===== src/rtl/por_seq_pkg.sv =====
// Shared definitions for the power-on/restart sequencer.
//   por_state_t    : sequencer state type; the codes appear on POR_STATE.
//   retry_cnt_w()  : width of RETRY_CNT for a given MAX_RETRY.
//   lock_stage_w() : width of LOCK_STAGE for a given NPLL (never below 1).
package por_seq_pkg;

  typedef enum logic [3:0] {
    ST_IDLE      = 4'd0,
    ST_W4LOCK    = 4'd1,
    ST_POR_HOLD  = 4'd2,
    ST_CNFG      = 4'd3,
    ST_AUTO_LOAD = 4'd4,
    ST_ADC_INIT  = 4'd5,
    ST_RUN       = 4'd6,
    ST_FAULT     = 4'd7
  } por_state_t;

  function automatic int retry_cnt_w(input int max_retry);
    return (max_retry < 1) ? 1 : $clog2(max_retry + 1);
  endfunction

  function automatic int lock_stage_w(input int npll);
    return (npll < 2) ? 1 : $clog2(npll);
  endfunction

endpackage


===== src/rtl/por_sequencer_timer.sv =====
// Dwell/timeout timer shared by the lock-stage timeout and the POR hold.
// Ports:
//   CLK, RST : clock, asynchronous active-high reset
//   clr      : synchronous clear (takes priority over counting)
//   tc_val   : terminal-count compare value
//   tc       : high while the count equals tc_val
// The count saturates at all-ones so a long wait never wraps into a false
// terminal count.
module por_timer #(
  parameter int TW = 16
) (
  input  logic          CLK,
  input  logic          RST,
  input  logic          clr,
  input  logic [TW-1:0] tc_val,
  output logic          tc
);

  logic [TW-1:0] cnt;

  always_ff @(posedge CLK or posedge RST) begin
    if (RST)             cnt <= '0;
    else if (clr)        cnt <= '0;
    else if (cnt != '1)  cnt <= cnt + 1'b1;
  end

  assign tc = (cnt == tc_val);

endmodule


===== src/rtl/por_sequencer.sv =====
// Power-on/restart sequencer: brings up NPLL clock sources in order, holds
// POR for POR_TMO cycles, then steps through PROM configuration, auto-load
// and ADC init before asserting RUN. Lock stages time out after LOCK_TMO
// cycles; MAX_RETRY timeouts are tolerated before a sticky fault.
// Ports:
//   CLK, RST          : clock, asynchronous active-high reset
//   LOCK[NPLL]        : PLL lock flags (asynchronous, double-synchronised here)
//   BPI_SEQ_IDLE, AL_DONE, ADC_RDY, RESTART_ALL : synchronous level inputs
//   PLL_RST[NPLL]     : per-PLL reset
//   POR, ADC_INIT_RST, AL_START, RUN, FAULT     : sequencing outputs
//   RETRY_CNT         : timeouts since last Run/restart
//   LOCK_STAGE        : current (or faulting) lock stage
//   POR_STATE         : state code
// Optional feature: define POR_LOCK_MON_EN to return to Idle on any lock
// loss while in Run; otherwise LOCK is ignored in Run.
//
// state     | meaning
// ----------+-----------------------------------------------------------
// IDLE      | all PLLs in reset, one cycle, then lock stage 0
// W4LOCK    | waiting for LOCK[stage]; lower stages must stay locked
// POR_HOLD  | all locked, POR held for POR_TMO cycles
// CNFG      | waiting for PROM sequencer idle
// AUTO_LOAD | AL_START high until AL_DONE
// ADC_INIT  | ADC init reset released, waiting for ADC_RDY
// RUN       | system running
// FAULT     | retries exhausted, sticky until RESTART_ALL
module por_sequencer
  import por_seq_pkg::*;
#(
  parameter int NPLL      = 2,
  parameter int TW        = 16,
  parameter int POR_TMO   = 120,
  parameter int LOCK_TMO  = 50000,
  parameter int MAX_RETRY = 3
) (
  input  logic                                CLK,
  input  logic                                RST,
  input  logic [NPLL-1:0]                     LOCK,
  input  logic                                BPI_SEQ_IDLE,
  input  logic                                AL_DONE,
  input  logic                                ADC_RDY,
  input  logic                                RESTART_ALL,
  output logic [NPLL-1:0]                     PLL_RST,
  output logic                                POR,
  output logic                                ADC_INIT_RST,
  output logic                                AL_START,
  output logic                                RUN,
  output logic                                FAULT,
  output logic [retry_cnt_w(MAX_RETRY)-1:0]   RETRY_CNT,
  output logic [lock_stage_w(NPLL)-1:0]       LOCK_STAGE,
  output logic [3:0]                          POR_STATE
);

  localparam int RW = retry_cnt_w(MAX_RETRY);
  localparam int SW = lock_stage_w(NPLL);
  localparam logic [RW-1:0] RETRY_MAX  = RW'(MAX_RETRY);
  localparam logic [SW-1:0] LAST_STAGE = SW'(NPLL - 1);

  logic [NPLL-1:0] lock_s1, lock_s2;
  por_state_t      state, nxt_state;
  logic [SW-1:0]   stage, nxt_stage;
  logic [RW-1:0]   retry, nxt_retry;
  logic            lower_lost;
  logic            timer_clr, timer_tc;
  logic [TW-1:0]   timer_tc_val;
  logic [NPLL-1:0] pll_rst_d;
  logic            por_d, adc_init_rst_d, al_start_d, run_d, fault_d;

  always_ff @(posedge CLK or posedge RST) begin
    if (RST) begin
      lock_s1 <= '0;
      lock_s2 <= '0;
    end else begin
      lock_s1 <= LOCK;
      lock_s2 <= lock_s1;
    end
  end

  // One timer serves both dwells; which terminal count applies follows the state.
  assign timer_tc_val = (state == ST_W4LOCK) ? TW'(LOCK_TMO - 1) : TW'(POR_TMO - 1);
  assign timer_clr    = (nxt_state != state) || (nxt_stage != stage);

  por_timer #(.TW(TW)) u_timer (
    .CLK    (CLK),
    .RST    (RST),
    .clr    (timer_clr),
    .tc_val (timer_tc_val),
    .tc     (timer_tc)
  );

  always_comb begin
    lower_lost = 1'b0;
    for (int j = 0; j < NPLL; j++)
      if (j < int'(stage) && !lock_s2[j]) lower_lost = 1'b1;
  end

  always_comb begin
    nxt_state = state;
    nxt_stage = stage;
    nxt_retry = retry;
    case (state)
      ST_IDLE: begin
        nxt_state = ST_W4LOCK;
        nxt_stage = '0;
      end
      ST_W4LOCK: begin
        // A lock seen on the timeout cycle wins over the timeout.
        if (lower_lost) begin
          nxt_state = ST_IDLE;
        end else if (lock_s2[stage]) begin
          if (stage == LAST_STAGE) nxt_state = ST_POR_HOLD;
          else                     nxt_stage = stage + 1'b1;
        end else if (timer_tc) begin
          if (retry == RETRY_MAX) begin
            nxt_state = ST_FAULT;
          end else begin
            nxt_state = ST_IDLE;
            nxt_retry = retry + 1'b1;
          end
        end
      end
      ST_POR_HOLD: begin
        if (!(&lock_s2))    nxt_state = ST_IDLE;
        else if (timer_tc)  nxt_state = ST_CNFG;
      end
      ST_CNFG:      if (BPI_SEQ_IDLE) nxt_state = ST_AUTO_LOAD;
      ST_AUTO_LOAD: if (AL_DONE)      nxt_state = ST_ADC_INIT;
      ST_ADC_INIT: begin
        if (ADC_RDY) begin
          nxt_state = ST_RUN;
          nxt_retry = '0;
        end
      end
      ST_RUN: begin
`ifdef POR_LOCK_MON_EN
        if (!(&lock_s2))     nxt_state = ST_IDLE;
        else if (RESTART_ALL) nxt_state = ST_POR_HOLD;
`else
        if (RESTART_ALL) nxt_state = ST_POR_HOLD;
`endif
      end
      ST_FAULT: begin
        if (RESTART_ALL) begin
          nxt_state = ST_IDLE;
          nxt_retry = '0;
        end
      end
      default: nxt_state = ST_IDLE;
    endcase
  end

  // Outputs are decoded from the next state so they move with POR_STATE.
  always_comb begin
    pll_rst_d = '0;
    for (int j = 0; j < NPLL; j++)
      pll_rst_d[j] = (nxt_state == ST_IDLE) || (nxt_state == ST_FAULT) ||
                     ((nxt_state == ST_W4LOCK) && (j > int'(nxt_stage)));
    por_d          = (nxt_state == ST_IDLE) || (nxt_state == ST_W4LOCK) ||
                     (nxt_state == ST_POR_HOLD) || (nxt_state == ST_FAULT);
    adc_init_rst_d = !((nxt_state == ST_ADC_INIT) || (nxt_state == ST_RUN));
    al_start_d     = (nxt_state == ST_AUTO_LOAD);
    run_d          = (nxt_state == ST_RUN);
    fault_d        = (nxt_state == ST_FAULT);
  end

  always_ff @(posedge CLK or posedge RST) begin
    if (RST) begin
      state        <= ST_IDLE;
      stage        <= '0;
      retry        <= '0;
      PLL_RST      <= '1;
      POR          <= 1'b1;
      ADC_INIT_RST <= 1'b1;
      AL_START     <= 1'b0;
      RUN          <= 1'b0;
      FAULT        <= 1'b0;
    end else begin
      state        <= nxt_state;
      stage        <= nxt_stage;
      retry        <= nxt_retry;
      PLL_RST      <= pll_rst_d;
      POR          <= por_d;
      ADC_INIT_RST <= adc_init_rst_d;
      AL_START     <= al_start_d;
      RUN          <= run_d;
      FAULT        <= fault_d;
    end
  end

  assign POR_STATE  = state;
  assign LOCK_STAGE = stage;
  assign RETRY_CNT  = retry;

endmodule


===== config.mk =====
export PLATFORM = sky130hd
export DESIGN_NAME = por_sequencer
export DESIGN_NICKNAME = d
export VERILOG_FILES = /design/src/rtl/por_seq_pkg.sv /design/src/rtl/por_sequencer_timer.sv /design/src/rtl/por_sequencer.sv
export SDC_FILE = /design/constraint.sdc
export NUM_CORES = 1
export LEC_CHECK = 0
export ABC_AREA = 0
export BUFFER_PORTS_ARGS = -buffer_cell sky130_fd_sc_hd__buf_2
export CAP_MARGIN = 20
export CELL_PAD_IN_SITES_DETAIL_PLACEMENT = 1
export CELL_PAD_IN_SITES_GLOBAL_PLACEMENT = 1
export CORE_MARGIN = 2
export CORE_UTILIZATION = 35
export CTS_CLUSTER_SIZE = 28
export DETAILED_ROUTE_END_ITERATION = 6
export GPL_TIMING_DRIVEN = 0
export HOLD_SLACK_MARGIN = 0.02
export PLACE_DENSITY = 0.63
export SETUP_SLACK_MARGIN = 0.15
export SLEW_MARGIN = 20
export SYNTH_ARGS = -nofsm -noshare
export SYNTH_HDL_FRONTEND = slang
export SYNTH_SLANG_ARGS = --single-unit

===== constraint.sdc =====
create_clock -name CLK -period 6.7 [get_ports CLK]
set_input_delay 0.335 -clock CLK [delete_from_list [all_inputs] [get_ports CLK]]
set_output_delay 0.335 -clock CLK [all_outputs]
set_load 0.02 [all_outputs]

# == Word-level counts from Yosys, hierarchy flattened ==
# Index checks and enable logic that the tools add are counted.
# totals
inputBits,8
register_bits,34
out_inout_bits,14
word_cells,89
# classes
n_addsub,3
n_mux,30
n_eq_ne,24
n_lt_le_gt_ge,3
n_reduce_logical,17
# ops
cell,count
two-way mux 16 bit,3
two-way mux 4 bit,11
"== test 4 x 3 -> 1 bit, second input constant",8
one-hot mux 4 bit (8 select lines),1
"adder 16 x 1 -> 16 bit, second input constant",1
== test 16 bit,1
"!= test 16 bit, second input constant",1
"== test 4 x 2 -> 1 bit, second input constant",3
two-way mux 2 bit,6
"!= test 2 bit, second input constant",6
"== test 4 x 1 -> 1 bit, second input constant",2
logical NOT 4 bit,2
logical OR 1 bit,7
AND reduction 7 bit,1
two-way mux 1 bit,6
one-hot mux 2 bit (3 select lines),1
!= test 4 bit,1
two-way mux 3 bit,1
nonzero test 3 bit,1
"adder 2 x 1 -> 2 bit, second input constant",1
"== test 2 bit, second input constant",1
logical AND 1 bit,2
logical NOT 1 bit,2
"less-than comparator 1 x 2 -> 1 bit, second input constant",1
7 further kinds,7

# == Depth between registers and ports, before layout ==
# logic_depth
depth_word,11
mapped_depth,8
ltp_nobuf,7

# == Cells and area by module ==
# A second synthesis with hierarchy kept.
# unflattened
cells_unflattened,222
area_unflattened_um2,2079.5
# by_module_without_submodules
mod,area_each_um2,cells_per_inst,n_inst
por_timer,1088.5,117,1
por_sequencer,991.0,105,1

# == Least setup slack after synthesis ==
# OpenSTA, ideal clock, no wires.
# synth_path
path_type,reg-to-reg
from,register state[3] (netlist: POR_STATE[3])
to,register u_timer.cnt[12]
slack_ns,3.957
synth_period_minus_slack_ns,2.743
arrival_ns,2.621
path_stages_with_launch,9
path_cell_list,dfrtp_1 > clkbuf_1 > nor4b_2 > mux2i_1 > a211oi_2 > a211oi_4 > mux2i_2 > buf_6 > nor3_2
# synth_between
elab_chain_cells,10
# synth_lines
element,line,rtl
start: declaration,por_sequencer.sv:60,"por_state_t state, nxt_state;"
start signal: assignment,por_sequencer.sv:178,state <= nxt_state;
== test 4 x 1 -> 1 bit,"por_sequencer.sv:80, por_sequencer.sv:101",
two-way mux 16 bit,por_sequencer.sv:80,assign timer_tc_val = (state == ST_W4LOCK) ? TW'(LOCK_TMO - 1) : TW'(POR_TMO - 1);
== test 16 bit,por_sequencer_timer.sv:27,assign tc = (cnt == tc_val);
two-way mux 4 bit,por_sequencer.sv:113,end else if (timer_tc) begin
two-way mux 4 bit,por_sequencer.sv:110,end else if (lock_s2[stage]) begin
two-way mux 4 bit,por_sequencer.sv:108,if (lower_lost) begin
one-hot mux 4 bit (8 select lines),por_sequencer.sv:101,case (state)
!= test 4 bit,por_sequencer.sv:81,assign timer_clr = (nxt_state != state) || (nxt_stage != stage);
logical OR 1 bit (*),por_sequencer.sv:81,
two-way mux 16 bit / nonzero test 2 bit (equally long branches),n/a,
end signal: assignment,por_sequencer_timer.sv:24,else if (cnt != '1) cnt <= cnt + 1'b1;
end: declaration,por_sequencer_timer.sv:19,logic [TW-1:0] cnt;
# Mark *: on every way between the ends. The rest lies on a longest branch, timed or not.
# A chain may end at the register's enable or synchronous reset.

# == Worst setup path in the final report ==
# layout_path
from,register state[3] (netlist: POR_STATE[3])
to,register u_timer.cnt[7]
# The elaborated chain is that of the path after synthesis.

==> run metrics <==
vias per inst 5.29; net switching power 0.000286 W; Worst-Skew Late Latency 0.29 ns; most frequent cells in the layout dfrtp_1 (30), buf_2 (21), nor2_1 (19); clock power share 0.301; Netlist Area Pre-Place 0.00199 mm²; setup_tns 0 ns; Setup crit start kind register; Clock Pin Slew Worst Setup and Hold Paths 0.08 ns; HP Class input port to register; Synth Area per Inst 9.80 µm²; Pwr per Cell Area 335 mW/mm²; max_cap viols 0; WL/cell 15.7 µm; Ports 22; adder-cell area share of the yosys netlist 0.0126; initial drt markers 43; Simple-Gate Fraction of Synth Area 0.279; Detailed Routing Iterations Pass 1 5; Post-DP Area 0.00218 mm²; DRC 0; Gate Count Post-Synth 203; P_leak 0.941 nW; layout cells sized above 1 0.246; RSZ-0062 raised after global routing false; Setup Viol. Count Final 0; status finished clean; xor/xnor cell area share of the yosys netlist 0.0484; pre-CTS setup slack 3.32 ns; CTS sink cnt 34; port bufs 21; ys async rst share 1.00; hold wc startpoint LOCK[1]; R2R cell count 8; Rows 27; Detailed Route WL 4.77 mm; initial antenna violation count 0; Synth Warn # 0; ANT nets after route 0; Tightest Pin Transition 0.842 ns; Comb pwr share 0.365; WHS Path Cells 1; Arr. time, crit path 3.49 ns; CTS tree built; # hold bufs at CTS 0; Seq/Total Area, Yosys 0.430; Final Cycle Share 0.495; critical path class register to register; Switching Share 0.368; global-route usage over all layers 0.169; Final HPWL DP 3.41 mm; first-pass GRT wire length 8.30 mm; Resize count post-CTS 0; Worst Setup End Kind register; FILL cells 654; Peak VDD IR 0.124 mV; EDFF count, synth 0; post-CTS setup buffer count 0; ANT cells 0; WP data required 6.87 ns; vias 1609; largest family of logic cells by synthesized area simple AND/OR/NAND/NOR gates; ys flop type dfrtp_1; NumNets Final 241; min cycle time layout 3.32 ns; final instance area 0.00232 mm²; global route overflow 0; Worst R2R End u_timer.cnt[7]; RR Startpoint POR_STATE[3]; Die Ht 79.4 µm; routability cong. 0.768; layout overhead on the synthesized area 16.7%; total CTS buffers 5; initial core utilization 0.361; CTS H-tree depth 2; CTS Buffer Depth 2; Slew Limit Fails 0; Flop pwr share 0.334; number of global-route vias before repair 1665; root buffer cell clkbuf_8; final hold violation count 0; Synth cell types 51; post-synthesis mux area share 0.0547; Post-Route Skew 0.00970 ns; flop and latch count out of synthesis 34; Mapped Nets 213; Synth Area in Compound Gates 0.136; worst hold path endpoint lock_s1[1]; Peak Freq 302 MHz; worst reg-to-reg setup slack 3.38 ns; Relative slew margins 0.437; commonest non-fill, non-tap cell in the layout dfrtp_1; pin count of the biggest net entering global routing 35; final worst slack 3.38 ns; Die ar. 0.00630 mm²; Int Power 0.000491 W; die width 79.4 µm; core area 0.00551 mm²; critical-path maximum fanout 10
## through the flow
step	total power [W]	utilization	hold slack [ns]	instances
finish	0.000777	0.422	0.150	304
global route	0.000828	0.422	0.134	304
CTS	0.000791	0.422	0.139	304
detailed placement	0.000553	0.397	0.338	296
global placement	0.000548	0.397	0.334	296
floorplan	0.000474	-	0.331	203
## critical path, cell delays in order, from the launching register on
cell and delay (ns):
dfrtp_1 0.38, clkbuf_1 0.19, nor4b_2 0.77, mux2i_1 0.41, a211oi_2 0.14, a211oi_4 0.41
mux2i_2 0.57, buf_6 0.25, nor3_2 0.06
## cell usage after synthesis (2+ instances only)
cell type	n	area [µm²]
nor3_1	5	25.0
nor2_1	19	71.3
nand3b_1	2	15.0
nand2b_1	7	43.8
or4_1	2	15.0
clkbuf_1	4	15.0
a2111oi_0	3	26.3
dfrtp_1	30	751
or3_1	4	25.0
a211o_1	2	17.5
nand2_1	10	37.5
nor4_1	4	25.0
and3_1	4	25.0
nor2b_1	4	25.0
ha_1	2	25.0
and4_1	3	26.3
mux2i_1	5	50.1
xnor2_1	11	96.3
nor3_2	10	100
o21ai_0	6	30.0
o32a_1	2	20.0
o22ai_1	2	12.5
a21oi_1	9	45.0
mux2_2	4	45.0
nand3_1	10	50.1
dfstp_2	4	105
inv_1	11	41.3
## layer usage
| metal | vias up | part of all wire | GRT usage |
|---|---|---|---|
| met5 | - | 0 | 0 |
| met4 | 0 | 0.0094 | 0.0414 |
| met3 | 7 | 0.032 | 0.0385 |
| met2 | 20 | 0.46 | 0.281 |
| met1 | 796 | 0.49 | 0.224 |
| li1 | 786 | - | - |
## logic make-up after synthesis
group,after synthesis
AOI/OAI and AO/OA,36
xor gates and xnor gates,11
adders and majority gates,2
buffers and inverters,17
DFF,34
muxes,10
other,1
and+or+nand+nor,92
## how the worst max path moves through the flow
stage                      start               to  slack (ns)
floorplan           POR_STATE[3]  u_timer.cnt[12]        3.96
global placement    POR_STATE[3]  u_timer.cnt[12]        3.32
CTS                 POR_STATE[3]   u_timer.cnt[7]        3.33
detailed placement  POR_STATE[3]   u_timer.cnt[7]        3.32
finish              POR_STATE[3]   u_timer.cnt[7]        3.38
global route        POR_STATE[3]   u_timer.cnt[5]        3.05
## area by class of cell
class	count	area [µm²]	share of cell area
Multi-Input combinational cell	152	1060	0.456
Sequential cell	34	856	0.369
Timing Repair Buffer	21	105	0.0453
Tap cell	72	90.1	0.0388
Clock buffer	5	68.8	0.0296
Clock inverter	3	68.8	0.0296
Inverter	11	41.3	0.0178
Buffer	6	33.8	0.0145
## power groups by stage
stage	Sequential, W	Combinational [W]	Clock, W
detailed placement	0.000264	0.000288	0
finish	0.000260	0.000283	0.000234
global placement	0.000263	0.000285	0
CTS	0.000261	0.000289	0.000241
global route	0.000265	0.000314	0.000250
floorplan	0.000288	0.000186	0
## sequential cells by signal, summed over array words and instances, names as in the netlist
register and count:
lock_s1 2, FAULT 1, RUN 1, u_timer.cnt 16, lock_s2 2, PLL_RST 2, AL_START 1, POR 1
ADC_INIT_RST 1, RETRY_CNT 2, LOCK_STAGE 1, POR_STATE 4
Power figures use the tool's default switching activity.
